--- src/rtl/emif_csr_pkg.sv ---
// Shared definitions for the EMIF CSR responder: register map, STAT/CTRL bit
// positions, responder FSM states and the default DFH word.
package emif_csr_pkg;

    localparam logic [63:0] DFH_DEFAULT = 64'h3000_0000_1000_0009;

    localparam logic [15:0] OFF_DFH     = 16'h0000;
    localparam logic [15:0] OFF_STAT    = 16'h0008;
    localparam logic [15:0] OFF_CTRL    = 16'h0010;
    localparam logic [15:0] OFF_SCRATCH = 16'h0018;

    localparam int STAT_FAIL_LSB = 8;
    localparam int STAT_ERR_BIT  = 63;
    localparam int CTRL_CLR_BIT  = 63;

    typedef enum logic [1:0] {
        ST_IDLE    = 2'd0,
        ST_RD_PIPE = 2'd1,
        ST_RD_RESP = 2'd2
    } csr_state_t;

    typedef enum logic [2:0] {
        REG_DFH     = 3'd0,
        REG_STAT    = 3'd1,
        REG_CTRL    = 3'd2,
        REG_SCRATCH = 3'd3,
        REG_NONE    = 3'd4
    } reg_sel_t;

    // Decode on the 64-bit word index; byte-lane bits never reach here.
    function automatic reg_sel_t decode_reg(input logic [12:0] word_addr);
        reg_sel_t sel;
        if (word_addr == OFF_DFH[15:3])
            sel = REG_DFH;
        else if (word_addr == OFF_STAT[15:3])
            sel = REG_STAT;
        else if (word_addr == OFF_CTRL[15:3])
            sel = REG_CTRL;
        else if (word_addr == OFF_SCRATCH[15:3])
            sel = REG_SCRATCH;
        else
            sel = REG_NONE;
        return sel;
    endfunction

    function automatic logic [63:0] merge_be(input logic [63:0] old_val,
                                             input logic [63:0] new_val,
                                             input logic [7:0]  be);
        logic [63:0] res;
        res = old_val;
        for (int b = 0; b < 8; b++) begin
            if (be[b])
                res[b*8 +: 8] = new_val[b*8 +: 8];
        end
        return res;
    endfunction

endpackage

--- src/rtl/emif_csr_sync.sv ---
// Two-flop synchroniser for the per-channel calibration status levels.
// Latency: 2 cycles. No backpressure.
module emif_csr_sync #(
    parameter int WIDTH = 4
) (
    input  logic             clk,
    input  logic             rst,
    input  logic [WIDTH-1:0] d,
    output logic [WIDTH-1:0] q
);

    logic [WIDTH-1:0] meta_q;
    logic [WIDTH-1:0] sync_q;

    always_ff @(posedge clk) begin
        if (rst) begin
            meta_q <= '0;
            sync_q <= '0;
        end else begin
            meta_q <= d;
            sync_q <= meta_q;
        end
    end

    assign q = sync_q;

endmodule

--- src/rtl/emif_csr_responder.sv ---
// Avalon-MM CSR slave for the EMIF block: DFH, calibration status, reset control, scratch.
// Latency: readdatavalid sampled 2 edges after the accept edge; writes take effect at the accept edge.
// Backpressure: waitrequest held high for the two cycles of a read; writes never stall in IDLE.
module emif_csr_responder
    import emif_csr_pkg::*;
#(
    parameter logic [63:0] DFH_VALUE = DFH_DEFAULT,
    parameter int          NUM_CH    = 4
) (
    input  logic              clk,
    input  logic              rst,
    input  logic [15:0]       avmm_address,
    input  logic              avmm_read,
    input  logic              avmm_write,
    input  logic [63:0]       avmm_writedata,
    input  logic [7:0]        avmm_byteenable,
    output logic              avmm_waitrequest,
    output logic [63:0]       avmm_readdata,
    output logic              avmm_readdatavalid,
    input  logic [NUM_CH-1:0] cal_success,
    input  logic [NUM_CH-1:0] cal_fail,
    output logic [NUM_CH-1:0] ch_reset_req
);

    csr_state_t        state;
    reg_sel_t          rd_sel_q;
    reg_sel_t          req_sel;

    logic [NUM_CH-1:0] cal_ok_s;
    logic [NUM_CH-1:0] cal_fail_s;
    logic [NUM_CH-1:0] fail_sticky;
    logic              proto_err;
    logic              clr_pend;
    logic [NUM_CH-1:0] ctrl_q;
    logic [63:0]       scratch_q;

    logic              in_idle;
    logic              wr_accept;
    logic              rd_accept;
    logic              collision;
    logic              clr_req;
    logic [NUM_CH-1:0] ctrl_next;
    logic [63:0]       stat_word;
    logic [63:0]       ctrl_word;
    logic [63:0]       rd_mux;
    logic              addr_lsb_unused;

    assign addr_lsb_unused = ^avmm_address[2:0];

    emif_csr_sync #(.WIDTH(NUM_CH)) u_sync_ok (
        .clk (clk),
        .rst (rst),
        .d   (cal_success),
        .q   (cal_ok_s)
    );

    emif_csr_sync #(.WIDTH(NUM_CH)) u_sync_fail (
        .clk (clk),
        .rst (rst),
        .d   (cal_fail),
        .q   (cal_fail_s)
    );

    assign in_idle   = (state == ST_IDLE);
    assign req_sel   = decode_reg(avmm_address[15:3]);
    assign wr_accept = in_idle && avmm_write;
    assign rd_accept = in_idle && avmm_read && !avmm_write;
    assign collision = in_idle && avmm_read && avmm_write;
    assign clr_req   = wr_accept && (req_sel == REG_CTRL) &&
                       avmm_byteenable[7] && avmm_writedata[CTRL_CLR_BIT];

    // NUM_CH never exceeds 8, so all stored CTRL bits live in byte lane 0.
    assign ctrl_next = avmm_byteenable[0] ? avmm_writedata[NUM_CH-1:0] : ctrl_q;

    always_comb begin
        stat_word                              = '0;
        stat_word[NUM_CH-1:0]                  = cal_ok_s;
        stat_word[STAT_FAIL_LSB +: NUM_CH]     = fail_sticky;
        stat_word[STAT_ERR_BIT]                = proto_err;
        ctrl_word                              = '0;
        ctrl_word[NUM_CH-1:0]                  = ctrl_q;
    end

    always_comb begin
        rd_mux = '0;
        case (rd_sel_q)
            REG_DFH:     rd_mux = DFH_VALUE;
            REG_STAT:    rd_mux = stat_word;
            REG_CTRL:    rd_mux = ctrl_word;
            REG_SCRATCH: rd_mux = scratch_q;
            default:     rd_mux = '0;
        endcase
    end

    // Register file; the sticky clear lands one cycle after the CTRL write, and a
    // coincident set still wins because it is ORed in after the clear.
    always_ff @(posedge clk) begin
        if (rst) begin
            ctrl_q      <= '0;
            scratch_q   <= '0;
            fail_sticky <= '0;
            proto_err   <= 1'b0;
            clr_pend    <= 1'b0;
        end else begin
            clr_pend    <= clr_req;
            fail_sticky <= (clr_pend ? '0 : fail_sticky) | cal_fail_s;
            proto_err   <= (clr_pend ? 1'b0 : proto_err) | collision;
            if (wr_accept && (req_sel == REG_CTRL))
                ctrl_q <= ctrl_next;
            if (wr_accept && (req_sel == REG_SCRATCH))
                scratch_q <= merge_be(scratch_q, avmm_writedata, avmm_byteenable);
        end
    end

    always_ff @(posedge clk) begin
        if (rst) begin
            state              <= ST_IDLE;
            rd_sel_q           <= REG_NONE;
            avmm_waitrequest   <= 1'b0;
            avmm_readdatavalid <= 1'b0;
            avmm_readdata      <= '0;
        end else begin
            case (state)
                ST_IDLE: begin
                    if (rd_accept) begin
                        rd_sel_q         <= req_sel;
                        avmm_waitrequest <= 1'b1;
                        state            <= ST_RD_PIPE;
                    end
                end
                ST_RD_PIPE: begin
                    avmm_readdata      <= rd_mux;
                    avmm_readdatavalid <= 1'b1;
                    state              <= ST_RD_RESP;
                end
                ST_RD_RESP: begin
                    avmm_readdata      <= '0;
                    avmm_readdatavalid <= 1'b0;
                    avmm_waitrequest   <= 1'b0;
                    state              <= ST_IDLE;
                end
                default: begin
                    avmm_readdata      <= '0;
                    avmm_readdatavalid <= 1'b0;
                    avmm_waitrequest   <= 1'b0;
                    state              <= ST_IDLE;
                end
            endcase
        end
    end

    assign ch_reset_req = ctrl_q;

endmodule

--- config.mk ---
export PLATFORM = sky130hd
export DESIGN_NAME = emif_csr_responder
export DESIGN_NICKNAME = d
export VERILOG_FILES = /design/src/rtl/emif_csr_pkg.sv /design/src/rtl/emif_csr_sync.sv /design/src/rtl/emif_csr_responder.sv
export SDC_FILE = /design/constraint.sdc
export NUM_CORES = 1
export LEC_CHECK = 0
export ABC_AREA = 1
export CAP_MARGIN = 20
export CORE_MARGIN = 4
export CORE_UTILIZATION = 30
export CTS_CLUSTER_SIZE = 8
export DETAILED_ROUTE_END_ITERATION = 6
export GPL_TIMING_DRIVEN = 0
export HOLD_SLACK_MARGIN = 0.03
export RECOVER_POWER = 100
export SYNTH_ARGS = -nofsm -noshare
export SYNTH_HDL_FRONTEND = slang
export SYNTH_SLANG_ARGS = --single-unit
--- constraint.sdc ---
create_clock -name clk -period 1.9 [get_ports clk]
set_clock_uncertainty 0.1 [all_clocks]
set_input_delay 0.57 -clock clk [delete_from_list [all_inputs] [get_ports clk]]
set_output_delay 0.57 -clock clk [all_outputs]
set_load 0.005 [all_outputs]
-- Word-level counts from Yosys, hierarchy flattened
Index checks and enable logic that the tools add are counted.
- register bits after elaboration: 161
- bits of input ports: 100
- output and inout port bits: 70
- logic and storage cells: 70
- equal/unequal tests: 10
- multiplexer cells: 13
- bitwise gates (word level): 3
- reduce and logical (&&, ||, !) cells: 23
- operators by type and width (cell ; number):
    64-bit one-hot mux with 4 select lines ; 1
    64-bit one-hot mux with 2 select lines ; 1
    13-bit by 2-bit == test with 1-bit output (second input constant) ; 2
    2-bit AND reduction ; 11
    13-bit by 1-bit == test with 1-bit output (second input constant) ; 1
    13-bit logical NOT ; 1
    3-bit by 2-bit == test with 1-bit output (second input constant) ; 4
    3-bit 2-to-1 mux ; 4
    1-bit logical AND ; 8
    4-bit 2-to-1 mux ; 1
    4-bit OR ; 1
    1-bit one-hot mux with 2 select lines ; 2
    2-bit one-hot mux with 2 select lines ; 1
    3-bit by 1-bit == test with 1-bit output (second input constant) ; 1
    3-bit logical NOT ; 1
    2-bit by 1-bit == test with 1-bit output (second input constant) ; 1
    2-bit logical NOT ; 1
    1-bit 2-to-1 mux ; 2
    2-bit 2-to-1 mux ; 1
    2-bit by 1-bit inequality test with 1-bit output (second input constant) ; 1
    1-bit logical NOT ; 1
    1-bit inverter ; 1
    1-bit OR ; 1

-- Logic depth before layout (Yosys ltp)
- depth after elaboration: 9
- gate-level depth with buffers: 8
- mapped depth without buffers: 7

-- Modules after synthesis
From an unflattened synthesis, not the netlist that was laid out.
- cells, all modules: 735
- area total of the unflattened synthesis: 6208.5 µm²
- modules (own cells, without submodules) (module ; times used ; cells an instance ; area each (µm²) ; seq. area each (µm²)):
    emif_csr_responder ; 1 ; 685 ; 5745.5 ; 2902.8
    emif_csr_sync ; 2 ; 25 ; 231.5 ; 160.2

-- Least setup slack after synthesis
No wires, ideal clock.
- kind: in2reg
- from: in avmm_address[14]
- to: reg scratch_q[10]
- library setup time: 0.132 ns
- arrival: 1.516 ns
- required time: 1.668 ns
- path slack: 0.151 ns
- stages: 6
- path buffers: 0
- cells stage by stage: nor2_1 nand2_1 nor2_2 nand4_1 nand2_1 a21oi_1
- longest elaborated chain between the ends: 8
- elaborated cells on any way between the ends: 11
- classes of those cells: eq/ne (4); mux (4); reduce/logical (3)
- RTL lines (element ; line ; RTL):
    start: declaration ; emif_csr_responder.sv:12 ; input logic [15:0] avmm_address,
    13-bit by 2-bit == test with 1-bit output ; emif_csr_pkg.sv:39 ; else if (word_addr == OFF_SCRATCH[15:3])
    3-bit 2-to-1 mux ; emif_csr_pkg.sv:39 ;
    3-bit 2-to-1 mux ; emif_csr_pkg.sv:37 ; else if (word_addr == OFF_CTRL[15:3])
    3-bit 2-to-1 mux ; emif_csr_pkg.sv:35 ; else if (word_addr == OFF_STAT[15:3])
    3-bit 2-to-1 mux (*) ; emif_csr_pkg.sv:33 ; if (word_addr == OFF_DFH[15:3])
    3-bit by 2-bit == test with 1-bit output (*) ; emif_csr_responder.sv:110 ; if (wr_accept && (req_sel == REG_SCRATCH))
    1-bit logical AND (*) ; emif_csr_responder.sv:110 ;
    2-bit AND reduction (no source line) (*) ; - ;
    end signal: assignment ; emif_csr_responder.sv:111 ; scratch_q <= merge_be(scratch_q, avmm_writedata, avmm_byteenable);
    end: declaration ; emif_csr_responder.sv:35 ; logic [63:0] scratch_q;
Every way passes the cells marked *; elsewhere a longest branch is shown, timed or not.
A chain may end at the register's enable or synchronous reset.

-- Final worst setup path
- from: in avmm_address[5]
- to: reg scratch_q[51]
The elaborated chain is that of the path after synthesis.

==> out/qor.txt <==
Pin count of the biggest net entering global routing = 17
CP Capture Type = flip-flop
DRC violations left = 0
H-tree lvl count = 4
Clock buffer depth = 2
Crit path buf inv count = 4
Wire per inst = 16.7 um
Vias in the first global route = 5613
Detail Route Antenna Nets = 0
Root Driver = clkbuf_16
RSZ-0062 raised after global routing = true
Peak VDD IR = 638 uV
Placed wire-length estimate = 14200 um
Hold WC Path Type = reg2reg
Flop2flop setup slack = 150 ps
Via count = 5780
#FFs+latches synth = 161
Skew-Pair Late Insertion Delay = 430 ps
Register area share after synthesis = 0.538
Layout Cells excl Fill = 1205
Worst r2r dst = avmm_readdata[19]
Proportion of layout cells with a drive suffix above 1 = 0.107
Leak pwr = 3.55 nW
Core ar. = 19500 um2
Die span in x = 149 um
WP data arrival = 2100 ps
Fin util = 0.453
Worst path cell trace = clkdlybuf4s50_1 > inv_1 > nand2_1 > nor2_1 > nand2_2 > nor2_4 > buf_12 > buf_6 > nand4_1 > a21oi_1
Via density = 4.80
Area delta synth->final = 47.6%
Fmax = 542 MHz
Mapped Nets = 828
Reg2Reg Depth = 7
Fillers = 1980
Pre-CTS setup slack = -897 ps
Setup Total Neg Slack = 0 ps
Slew HR = 0.525
Max cap viols = 0
Worst-margin pin slew = 712 ps
Die footprint = 22300 um2
Clk sinks = 161
Synth cell types = 19
Crit path max-delay family = buffers and inverters
Slowest-stage cell, CP = clkdlybuf4s50_1
Sequential cell area = 3220 um2
Worst Setup Slack, final = 55.6 ps
Synth Area in Compound Gates = 0.146
Worst Min Path Start = u_sync_fail.meta_q[0]
Clock edge transition at the registers on the reported setup and hold paths = 60 ps
Worst setup SP type = primary input
Synthesized area per cell = 8.23 um2
Synthesized area = 5990 um2
NumNets Final = 1027
Max stage delay on crit path = 460 ps
Hold Vio Cnt, Final = 0
Initial DRC Count = 319
Initial Utilization = 0.307
Adder-cell share of the synthesized area = 0
Post-CTS Hold Fix Bufs = 0
RePlAce Congestion = 0.796
P per Cell Area = 851 nW/um2
Initial antenna violation count = 0
Worst endpoint required time = 2150 ps
Hold Crit Endpoint = u_sync_fail.q[0]
First-pass GRT wire length = 30700 um
Total Routing Usage GR = 0.180
DRT Wirelength = 20100 um
Main combinational cell family by area after synthesis = simple AND/OR/NAND/NOR gates
Cell Rows = 51
Slew Viols, Final = 0
CTS tree = done
Total CTS buffers = 17
YS warnings = 0
Multiplexer area fraction after synthesis = 0
# diodes = 0
Chip height = 149 um
Final hold slack = 300 ps
Final worst-path cycle share = 0.971
Post-Synth XOR/XNOR Area = 0
Post-Syn Instances = 728
Placed Cells incl. Taps = 1151
Multi-input gate area = 2470 um2
Final setup viols = 0
Reg2Reg Launch Point = state[0]
Fin crit period = 1840 ps
Status = complete, no violations
Top-Level Pins = 170
Setup crit start = avmm_address[5]
Post-Synth Simple-Gate Area = 0.251
Critical Setup Path Class = in2reg
Grt total ovfl = 0
PortBufs = 158
Crit-path max FO = 10
DRT Pass-1 Iters = 6
Hold path depth = 2
## logic make-up after synthesis
| family | count (synthesis) |
|---|---|
| buffers and inverters | 92 |
| AND/OR/NAND/NOR | 327 |
| AO/OA/AOI/OAI | 148 |
| flip-flops | 161 |
## layout make-up
type / instances / share of cell area
Buffer: 55 / 0.0379
Clock buffer: 20 / 0.0516
Clock inverter: 12 / 0.0180
Inverter: 37 / 0.0157
Multi-Input combinational cell: 475 / 0.279
Sequential cell: 161 / 0.364
Tap cell: 265 / 0.0375
Timing Repair Buffer: 180 / 0.196
## state kept, by name, summed over array words and instances, names as in the netlist, 2 cells and up
signal              flops
avmm_readdata          64
scratch_q              64
ch_reset_req            4
fail_sticky             4
u_sync_fail.meta_q      4
u_sync_fail.q           4
u_sync_ok.meta_q        4
u_sync_ok.q             4
rd_sel_q                3
state                   2
## routing by layer
layer / vias to the layer above / GRT usage / part of all wire
met5: - / 0 / 0
met1: 2673 / 0.234 / 0.45
met2: 174 / 0.290 / 0.47
met4: 0 / 0.0609 / 0.015
met3: 25 / 0.0480 / 0.068
li1: 2908 / - / -
## repair_timing
| action | 4_1_cts | 5_1_grt |
|---|---|---|
| buffers inserted | 13 | 8 |
| gates resized for setup | 99 | 32 |
| pin swaps | 8 | 9 |
| setup endpoints to repair | 141 | 130 |
| cloned | 0 | 1 |
## layout by cell type, fill, tap and decap left out, drive strengths merged
| cell type | count |
|---|---|
| dfxtp | 161 |
| a22oi | 53 |
| nand4 | 80 |
| dlygate4sd2 | 71 |
| clkbuf | 56 |
| and2 | 1 |
| buf | 41 |
| clkinv | 7 |
| clkdlybuf4s50 | 85 |
| clkinvlp | 2 |
| nand2 | 138 |
| nor3 | 4 |
| a21oi | 90 |
| nor2 | 96 |
| dlymetal6s2s | 2 |
| inv | 37 |
| o21ai | 5 |
| nand3 | 8 |
| bufinv | 3 |
## metrics by stage
stage / power, mW / area (um2)
floorplan: 3.68 / 5990
global placement: 3.99 / 7910
detailed placement: 3.99 / 7910
CTS: 7.56 / 8660
global route: 7.77 / 8840
finish: 7.52 / 8840
## where the power goes
part / total, mW / leakage (nW) / internal, mW / switching (mW)
clock network: 3.56 / 0.296 / 2.14 / 1.42
registers: 3.42 / 1.30 / 3.41 / 0.0159
logic: 0.538 / 1.95 / 0.249 / 0.289
total: 7.52 / 3.55 / 5.80 / 1.73
## cells in the mapped netlist (all sizes together)
cell type / instances / area (um2)
dfxtp: 161 / 3220
nand2: 138 / 518
nor2: 96 / 380
a21oi: 90 / 450
nand4: 80 / 526
a22oi: 53 / 398
inv: 37 / 139
buf: 28 / 151
clkbuf: 27 / 101
nand3: 8 / 40.0
o21ai: 5 / 25.0
nor3: 4 / 35.0
and2: 1 / 6.26
## worst max-delay path by stage
stage	to	cells past startpoint
floorplan	scratch_q[10]	6
global placement	scratch_q[39]	7
detailed placement	scratch_q[35]	7
CTS	scratch_q[52]	7
global route	scratch_q[38]	10
finish	scratch_q[51]	10
## worst reg2reg max path, cell delays in order (launching register included)
cell	delay, ps
dfxtp_1	420
inv_1	90
nor2_2	220
and2_1	160
buf_2	190
buf_2	280
a22oi_1	100
nor2_1	120
Note: power is estimated with default switching activity, not from simulation.
